<file path="src/rtl/spi_pkg.sv">
// Shared types and constants for the SPI master: FSM states, default frame
// width and clock-phase mode encodings.
package spi_pkg;

    localparam int SPI_DATA_WIDTH = 8;

    localparam logic CPHA_0 = 1'b0;
    localparam logic CPHA_1 = 1'b1;

    typedef enum logic [2:0] {
        IDLE,
        LEAD,
        XFER,
        TRAIL,
        DONE
    } state_t;

    // States during which chip select is asserted and the half-period counter runs.
    function automatic logic frame_active(input state_t s);
        return (s == LEAD) || (s == XFER) || (s == TRAIL);
    endfunction

endpackage

</file>
<file path="src/rtl/spi_clk_gen.sv">
// Half-period counter and sclk generator; provides edge strobes one cycle
// ahead of the registered sclk transition so the datapath moves with the edge.
module spi_clk_gen #(
    parameter int CLK_DIV = 4
) (
    input  logic clk,
    input  logic rst_n,
    input  logic en,
    input  logic toggle_en,
    output logic sclk,
    output logic rise_stb,
    output logic fall_stb,
    output logic half_done
);

    localparam int CNT_W = $clog2(CLK_DIV);

    logic [CNT_W-1:0] cnt;

    assign half_done = en && (cnt == CNT_W'(CLK_DIV - 1));
    assign rise_stb  = half_done && toggle_en && !sclk;
    assign fall_stb  = half_done && toggle_en && sclk;

    always_ff @(posedge clk or negedge rst_n) begin
        if (!rst_n) begin
            cnt  <= '0;
            sclk <= 1'b0;
        end else if (!en) begin
            cnt  <= '0;
            sclk <= 1'b0;
        end else begin
            cnt <= half_done ? '0 : cnt + 1'b1;
            if (rise_stb) begin
                sclk <= 1'b1;
            end else if (fall_stb) begin
                sclk <= 1'b0;
            end
        end
    end

endmodule

</file>
<file path="src/rtl/spi_master.sv">
// SPI bus master, clock idles low, per-frame phase select. One DATA_WIDTH word
// is shifted out MSB first on mosi while the same number of bits is captured from miso.
module spi_master
    import spi_pkg::*;
#(
    parameter int DATA_WIDTH = SPI_DATA_WIDTH,
    parameter int CLK_DIV    = 4
) (
    input  logic                  clk,
    input  logic                  reset,
    input  logic [DATA_WIDTH-1:0] masterDataIN,
    output logic [DATA_WIDTH-1:0] masterDataOUT,
    input  logic                  start,
    input  logic                  cpha,
    output logic                  busy,
    output logic                  done,
    output logic                  sclk,
    output logic                  mosi,
    input  logic                  miso,
    output logic                  cs,
    output state_t                state
);

    localparam int BIT_W = $clog2(DATA_WIDTH) + 1;

    // Handshake: a frame is accepted on any rising edge where start=1 and state
    // is IDLE; busy then stays high through the done cycle and start is ignored.

    state_t                next_state;
    logic                  cpha_q;
    logic [DATA_WIDTH-1:0] tx_shift;
    logic [DATA_WIDTH-1:0] rx_shift;
    logic [BIT_W-1:0]      bit_cnt;

    logic accept;
    logic clk_en;
    logic toggle_en;
    logic rise_stb;
    logic fall_stb;
    logic half_done;
    logic last_fall;
    logic sample_stb;
    logic shift_stb;
    logic frame_end;

    assign accept    = (state == IDLE) && start;
    assign clk_en    = frame_active(state);
    assign toggle_en = (state == LEAD) || (state == XFER);
    assign last_fall = fall_stb && (bit_cnt == BIT_W'(DATA_WIDTH - 1));
    assign frame_end = (state == TRAIL) && half_done;

    // Phase 0 samples on rises and shifts on falls (the final fall has nothing left
    // to shift); phase 1 shifts on rises and samples on falls.
    assign sample_stb = (cpha_q == CPHA_1) ? fall_stb : rise_stb;
    assign shift_stb  = (cpha_q == CPHA_1) ? rise_stb : (fall_stb && !last_fall);

    assign busy = (state != IDLE);
    assign done = (state == DONE);
    assign cs   = !frame_active(state);

    spi_clk_gen #(
        .CLK_DIV(CLK_DIV)
    ) u_clk_gen (
        .clk      (clk),
        .rst_n    (reset),
        .en       (clk_en),
        .toggle_en(toggle_en),
        .sclk     (sclk),
        .rise_stb (rise_stb),
        .fall_stb (fall_stb),
        .half_done(half_done)
    );

    always_ff @(posedge clk or negedge reset) begin
        if (!reset) begin
            state <= IDLE;
        end else begin
            state <= next_state;
        end
    end

    always_comb begin
        next_state = state;
        case (state)
            IDLE:    if (start)     next_state = LEAD;
            LEAD:    if (half_done) next_state = XFER;
            XFER:    if (last_fall) next_state = TRAIL;
            TRAIL:   if (half_done) next_state = DONE;
            DONE:                   next_state = IDLE;
            default:                next_state = IDLE;
        endcase
    end

    always_ff @(posedge clk or negedge reset) begin
        if (!reset) begin
            cpha_q        <= CPHA_0;
            tx_shift      <= '0;
            rx_shift      <= '0;
            bit_cnt       <= '0;
            mosi          <= 1'b0;
            masterDataOUT <= '0;
        end else if (accept) begin
            cpha_q   <= cpha;
            bit_cnt  <= '0;
            rx_shift <= '0;
            // Phase 0 presents the MSB as soon as cs drops, so it leaves the shifter now.
            if (cpha == CPHA_1) begin
                tx_shift <= masterDataIN;
                mosi     <= 1'b0;
            end else begin
                tx_shift <= masterDataIN << 1;
                mosi     <= masterDataIN[DATA_WIDTH-1];
            end
        end else begin
            if (shift_stb) begin
                mosi     <= tx_shift[DATA_WIDTH-1];
                tx_shift <= {tx_shift[DATA_WIDTH-2:0], 1'b0};
            end
            if (sample_stb) begin
                rx_shift <= {rx_shift[DATA_WIDTH-2:0], miso};
            end
            if (fall_stb) begin
                bit_cnt <= bit_cnt + 1'b1;
            end
            if (frame_end) begin
                masterDataOUT <= rx_shift;
                mosi          <= 1'b0;
            end
        end
    end

endmodule

</file>
<file path="config.mk">
export PLATFORM = sky130hd
export DESIGN_NAME = spi_master
export DESIGN_NICKNAME = d
export VERILOG_FILES = /design/src/rtl/spi_pkg.sv /design/src/rtl/spi_clk_gen.sv /design/src/rtl/spi_master.sv
export SDC_FILE = /design/constraint.sdc
export NUM_CORES = 1
export LEC_CHECK = 0
export ABC_AREA = 1
export ABC_CLOCK_PERIOD_IN_PS = 4650
export CAP_MARGIN = 30
export CORE_MARGIN = 2
export CORE_UTILIZATION = 57
export CTS_CLUSTER_DIAMETER = 80
export CTS_CLUSTER_SIZE = 25
export DETAILED_ROUTE_END_ITERATION = 7
export GPL_TIMING_DRIVEN = 1
export PLACE_DENSITY = 0.84
export SETUP_SLACK_MARGIN = 0.15
export SLEW_MARGIN = 40
export SYNTH_ARGS = -nofsm -noshare
export SYNTH_HDL_FRONTEND = slang
export SYNTH_SLANG_ARGS = --single-unit
</file>
<file path="constraint.sdc">
create_clock -name clk -period 4.65 [get_ports clk]
set_clock_uncertainty 0.15 [all_clocks]
set_input_delay 0.93 -clock clk [delete_from_list [all_inputs] [get_ports clk]]
set_output_delay 0.93 -clock clk [all_outputs]
set_load 0.05 [all_outputs]
</file>
==> flow_summary.json, run 1 <==
{
  "die_area_um2": 3723,
  "clkPwrFrac": 0.317,
  "design_area_um2": 2250,
  "async_flop_share": 1.000,
  "worstPathRequired_ps": 3570,
  "reg2reg_depth": 5,
  "routabilityCongestion": 0.7641,
  "final-hold-violation-count": 0,
  "grt_pass1_wl_mm": 5.844,
  "setup_viol": 0,
  "status": "complete, no violations",
  "synth-edff-count": 0,
  "cp-end-kind": "primary output",
  "fp.dieH_um": 61.02,
  "grt_overflow": 0,
  "clk_path_buf_depth": 2,
  "hold_path_class": "flop to flop",
  "crit_path_top_delay_cell": "clkdlybuf4s50_1",
  "fin_tns_setup_ps": 0,
  "cp-start-kind": "flop",
  "maxCapViolations": 0,
  "start_util": 0.6020,
  "portBuffers": 28,
  "clk_latency_ps": 340,
  "wire_per_inst_um": 11.55,
  "max_freq_mhz": 325.1,
  "p_int_uw": 540.3,
  "fin_crit_sh": 0.6616,
  "post_cts_buffers": 0,
  "slew_violations": 0,
  "cts-resized-gates": 0,
  "place_area_um2": 2155,
  "synth_seq_cells": 36,
  "grt_pass1_vias": 1333,
  "die_w_um": 61.02,
  "p_leak_uw": 0.001147,
  "clk_pin_slew_ps": 110,
  "hold_depth": 1,
  "yosys_warnings": 0,
  "syn_area_um2": 1853,
  "cts_hold_buf": 0,
  "via_count": 1520,
  "grt_max_degree": 37,
  "drtIter0Drc": 52,
  "tritoncts": "done",
  "first_pass_iters": 4,
  "min_period_ps": 3076,
  "p_per_area_nw_per_um2": 346.1,
  "cts_max_level": 2,
  "cts-root-buf": "clkbuf_4",
  "wirelength_mm": 3.452,
  "coreArea_um2": 3078,
  "antenna_found_initial": 0,
  "worstPathArrival_ps": 2000,
  "synthFlopType": "dfrtp_1",
  "slew_headroom": 0.6653,
  "crit_path_frequent_cell": "nand2_1",
  "rrSetupSlack_ps": 2730,
  "p_sw_uw": 238.4,
  "pwr-share-seq": 0.450,
  "synth_cells": 224,
  "diodes": 0,
  "place.detailed.hpwl_mm": 2.386,
  "drc_errors": 0,
  "syn_to_final_growth_pct": 21.40,
  "rows": 20,
  "layout.nets": 269,
  "io_pins": 29,
  "worst_pin_slew_ps": 500.5,
  "swShare": 0.3062,
  "drive_gt1_frac": 0.1333,
  "rsz0062_at_grt": "false",
  "grt.total_usage": 0.2164,
  "peakVddDrop_mv": 0.2590,
  "crit_chain": "inv_1 -> nand2_1 -> nand2_1 -> clkdlybuf4s50_1",
  "cts_buffers": 5,
  "critPathMaxFanout": 6,
  "path_class": "flop to primary output",
  "hold_ws_ps": 312.9,
  "ys_seq_area_frac": 0.4862,
  "syn-num-nets": 239,
  "ys_types": 30,
  "avgSynthCellArea_um2": 8.272,
  "cp_slowest_stage_delay_ps": 820,
  "total_power_uw": 778.7,
  "pwr-share-comb": 0.233,
  "clock-sinks": 36,
  "via_per_inst": 5.084,
  "ant_nets": 0
}
[path summary, 6_finish.rpt]
check | start | to
max | state[1] | cs
min | u_clk_gen.cnt[0] | u_clk_gen.cnt[0]
max reg2reg | u_clk_gen.cnt[0] | masterDataOUT[6]
min reg2reg | u_clk_gen.cnt[0] | u_clk_gen.cnt[0]
max in group asynchronous | reset | tx_shift[2]
min in group asynchronous | reset | masterDataOUT[0]
[power groups by stage]
stage               sequential (uW)  combinational (uW)  clock [uW]
global placement                355                 179           0
finish                          350                 182         247
global route                    353                 201         262
CTS                             350                 184         251
floorplan                       380                 107           0
detailed placement              356                 183           0
[synth_stat cells (all sizes together), types with 3 or more instances]
master  instances  area share
dfrtp          36        0.49
nor2            7       0.016
nand4           3       0.017
buf             4       0.018
o21ai          20       0.074
nand2          92        0.21
inv            21       0.044
a21oi           3      0.0081
nand3          27       0.085
[worst max-delay path: cells and delay by family (launching register included)]
family	cells	cell delay, ps
buffers and inverters	2	970
and+or+nand+nor	2	220
DFF	1	460
[area by class of cell]
class / instances / area (um2)
fillers: 254 / 828.3
well taps: 44 / 55.05
inverters: 22 / 85.08
repair buffers: 29 / 287.8
flip-flops and latches: 36 / 900.9
clock buffers: 7 / 65.06
multi-input cells: 160 / 825.8
clock inverters: 1 / 30.03
[metrics by stage]
stage / setup WS [ps] / util / cells
floorplan: 2053 / - / 224
global placement: 2017 / 0.7000 / 291
detailed placement: 1946 / 0.7000 / 291
CTS: 1558 / 0.7309 / 299
global route: 1443 / 0.7309 / 299
finish: 1574 / 0.7309 / 299
[sequential cells by signal, summed over array words and instances (netlist names)]
name            count
masterDataOUT       8
cpha_q              1
rx_shift            8
state               3
u_clk_gen.sclk      1
mosi                1
tx_shift            8
bit_cnt             4
u_clk_gen.cnt       2
[logic make-up (layout without fill, tap and decap cells)]
| family | count (synthesis) | in the layout | synth area share |
|---|---|---|---|
| compound gates | 24 | 24 | 0.08643 |
| xor+xnor | 2 | 2 | 0.009455 |
| flops | 36 | 36 | 0.4862 |
| buf+inv | 28 | 59 | 0.06819 |
| simple gates | 132 | 132 | 0.3363 |
| fa+ha+maj | 2 | 2 | 0.01350 |
[layer usage]
layer,vias to the layer above,wire length [um],global-route usage
met5,-,0,0
met4,0,75,0.09627
met3,9,144,0.06723
met2,28,1615,0.3287
met1,706,1617,0.2881
li1,777,-,-
[cells in the final DEF, fill, tap and decap left out, drive strengths merged, types with 2 or more instances in the layout]
master and n:
o21ai 20, nand4 3, nand2 92, nor3 2, ha 2, clkdlybuf4s50 28, xor2 2, nor2 7
dfrtp 36, a21oi 3, clkbuf 7, inv 21, nand3 27
(Power assumes the default switching activity.)
==> inputs of run 2 (changes only) <==
--- a/config.mk
+++ b/config.mk
@@ -6,15 +6,15 @@
 export NUM_CORES = 1
 export LEC_CHECK = 0
 export ABC_AREA = 1
-export ABC_CLOCK_PERIOD_IN_PS = 4650
+export ABC_CLOCK_PERIOD_IN_PS = 2600
 export CAP_MARGIN = 30
 export CORE_MARGIN = 2
-export CORE_UTILIZATION = 57
+export CORE_UTILIZATION = 48
 export CTS_CLUSTER_DIAMETER = 80
 export CTS_CLUSTER_SIZE = 25
 export DETAILED_ROUTE_END_ITERATION = 7
 export GPL_TIMING_DRIVEN = 1
-export PLACE_DENSITY = 0.84
+export PLACE_DENSITY = 0.75
 export SETUP_SLACK_MARGIN = 0.15
 export SLEW_MARGIN = 40
 export SYNTH_ARGS = -nofsm -noshare
==> constraint.sdc (replaced) <==
create_clock -name clk -period 2.6 [get_ports clk]
set_clock_uncertainty 0.15 [all_clocks]
set_input_delay 0.52 -clock clk [delete_from_list [all_inputs] [get_ports clk]]
set_output_delay 0.52 -clock clk [all_outputs]
set_load 0.05 [all_outputs]
==> run 2 against run 1 <==
Critical path depth is 3 lower. Sequential share of layout area fell by 0.16 points. Via count shrank 0.79%. Cell area is 0.39% higher. Register-to-register slack got worse by 1900 ps. Die area grew 17%. Sequential power increased by 79%. Wire length shrank 2.4%. Count of clock-buffer cells in the layout unchanged. Combinational power rose by 77%.
==> flow_summary.json, run 2 (synthesis gave the netlist of run 1 again) <==
{
  "status": "complete, no violations",
  "busiest_layer": "met2",
  "cts-root-buf": "clkbuf_8",
  "ant_nets": 0,
  "hold_path_class": "flop to flop",
  "fin_tns_setup_ps": 0,
  "rrSetupSlack_ps": 880,
  "drc_errors": 0,
  "syn_to_final_growth_pct": 21.88,
  "die_area_um2": 4373,
  "setup_viol": 0,
  "r2r-start": "bit_cnt[0]",
  "tritoncts": "done",
  "drtIter0Drc": 75,
  "slew_headroom": 0.6656,
  "worstHoldStart": "u_clk_gen.cnt[0]",
  "p_per_area_nw_per_um2": 608.1,
  "cp-end-kind": "primary output",
  "hold_depth": 1,
  "io_pins": 29,
  "swShare": 0.3108,
  "hold_ws_ps": 295.1,
  "max_freq_mhz": 444.5,
  "p_sw_uw": 426.8,
  "final_cell_mix": "nand2_1, dfrtp_1, clkdlybuf4s50_1",
  "cts-resized-gates": 2,
  "clk_pin_slew_ps": 60,
  "met2_usage": 0.2888,
  "grt_pass1_vias": 1406,
  "slew_violations": 0,
  "crit_cells": 1,
  "crit_path_top_delay_cell": "clkdlybuf4s50_1",
  "reg2reg_to": "tx_shift[1]",
  "min_period_ps": 2250,
  "fp.dieH_um": 66.13,
  "first_pass_iters": 4,
  "layout.nets": 270,
  "via_per_inst": 4.977,
  "p_int_uw": 946.6,
  "routabilityCongestion": 0.7740,
  "crit_chain": "clkdlybuf4s50_1",
  "cp_top_family": "buffers and inverters",
  "grt_use_met1": 0.2489,
  "rows": 22,
  "worst_pin_slew_ps": 500.0,
  "peakVddDrop_mv": 0.2669,
  "die_w_um": 66.13,
  "path_class": "flop to primary output",
  "maxCapViolations": 0,
  "pwr-share-seq": 0.456,
  "reg_top3": "masterDataOUT: 8 flops, rx_shift: 8 flops, tx_shift: 8 flops",
  "antenna_found_initial": 0,
  "cp-start-kind": "flop",
  "diodes": 0,
  "p_leak_uw": 0.001155,
  "rsz0062_at_grt": "false",
  "place.detailed.hpwl_mm": 2.386,
  "drive_gt1_frac": 0.1373,
  "pwr-share-comb": 0.235,
  "grt.total_usage": 0.1860,
  "clkPwrFrac": 0.309,
  "final_common_cell": "nand2_1",
  "cts_buffers": 5,
  "clk_latency_ps": 290,
  "start_util": 0.5024,
  "grtUsageMet3": 0.05111,
  "critPathMaxFanout": 4,
  "wirelength_mm": 3.369,
  "finalNonFillerCells": 303,
  "cp_slowest_stage_delay_ps": 840,
  "min_to": "u_clk_gen.cnt[0]",
  "post_cts_buffers": 0,
  "coreArea_um2": 3689,
  "worstPathArrival_ps": 1580,
  "clock-sinks": 36,
  "portBuffers": 28,
  "dp_cells": 296,
  "via_count": 1508,
  "cts_hold_buf": 0,
  "grt_max_degree": 37,
  "grt_overflow": 0,
  "worst-path-buf-inv": 1,
  "fin_crit_sh": 0.8652,
  "grt_pass1_wl_mm": 6.161,
  "wire_per_inst_um": 11.12,
  "clk_path_buf_depth": 2,
  "cts_max_level": 2,
  "reg2reg_depth": 8,
  "worstPathRequired_ps": 1930,
  "final-hold-violation-count": 0
}
==> run 2: final cells by class <==
class,count,area [um2]
clock buffers,7,96.34
fillers,340,1430
inverters,22,85.08
multi-input cells,160,825.8
flip-flops and latches,36,900.9
well taps,48,60.06
repair buffers,30,290.3
==> run 2: worst max-delay path by stage <==
stage                   startpoint  endpoint  slack [ps]
floorplan                 state[1]      done         410
global placement          state[1]      done         430
detailed placement        state[1]      done         410
CTS                 u_clk_gen.sclk      sclk         340
global route              state[0]      busy         300
finish              u_clk_gen.sclk      sclk         350
==> run 2: metrics by stage <==
step / utilization / cell area (um2) / setup WS [ps] / total power [uW]
CTS: 0.6123 / 2258 / 342.6 / 1392
finish: 0.6123 / 2258 / 350.5 / 1373
floorplan: - / 1853 / 412.8 / 871.1
global route: 0.6123 / 2258 / 299.8 / 1452
detailed placement: 0.5868 / 2165 / 413.8 / 965.1
global placement: 0.5868 / 2165 / 432.3 / 957.9
==> run 2: metal layers <==
| layer | vias up | share of wire | wire (um) |
|---|---|---|---|
| li1 | 774 | - | - |
| met1 | 695 | 0.47 | 1596 |
| met2 | 32 | 0.46 | 1541 |
| met3 | 7 | 0.050 | 169 |
| met4 | 0 | 0.018 | 61 |
| met5 | - | 0 | 0 |
==> run 2: power groups by stage <==
| stage | registers (uW) | clock network (uW) | logic (uW) |
|---|---|---|---|
| after floorplan | 680 | 0 | 192 |
| after global placement | 635 | 0 | 323 |
| after detailed placement | 636 | 0 | 329 |
| after CTS | 626 | 437 | 329 |
| after global routing | 630 | 462 | 360 |
| final | 626 | 425 | 323 |
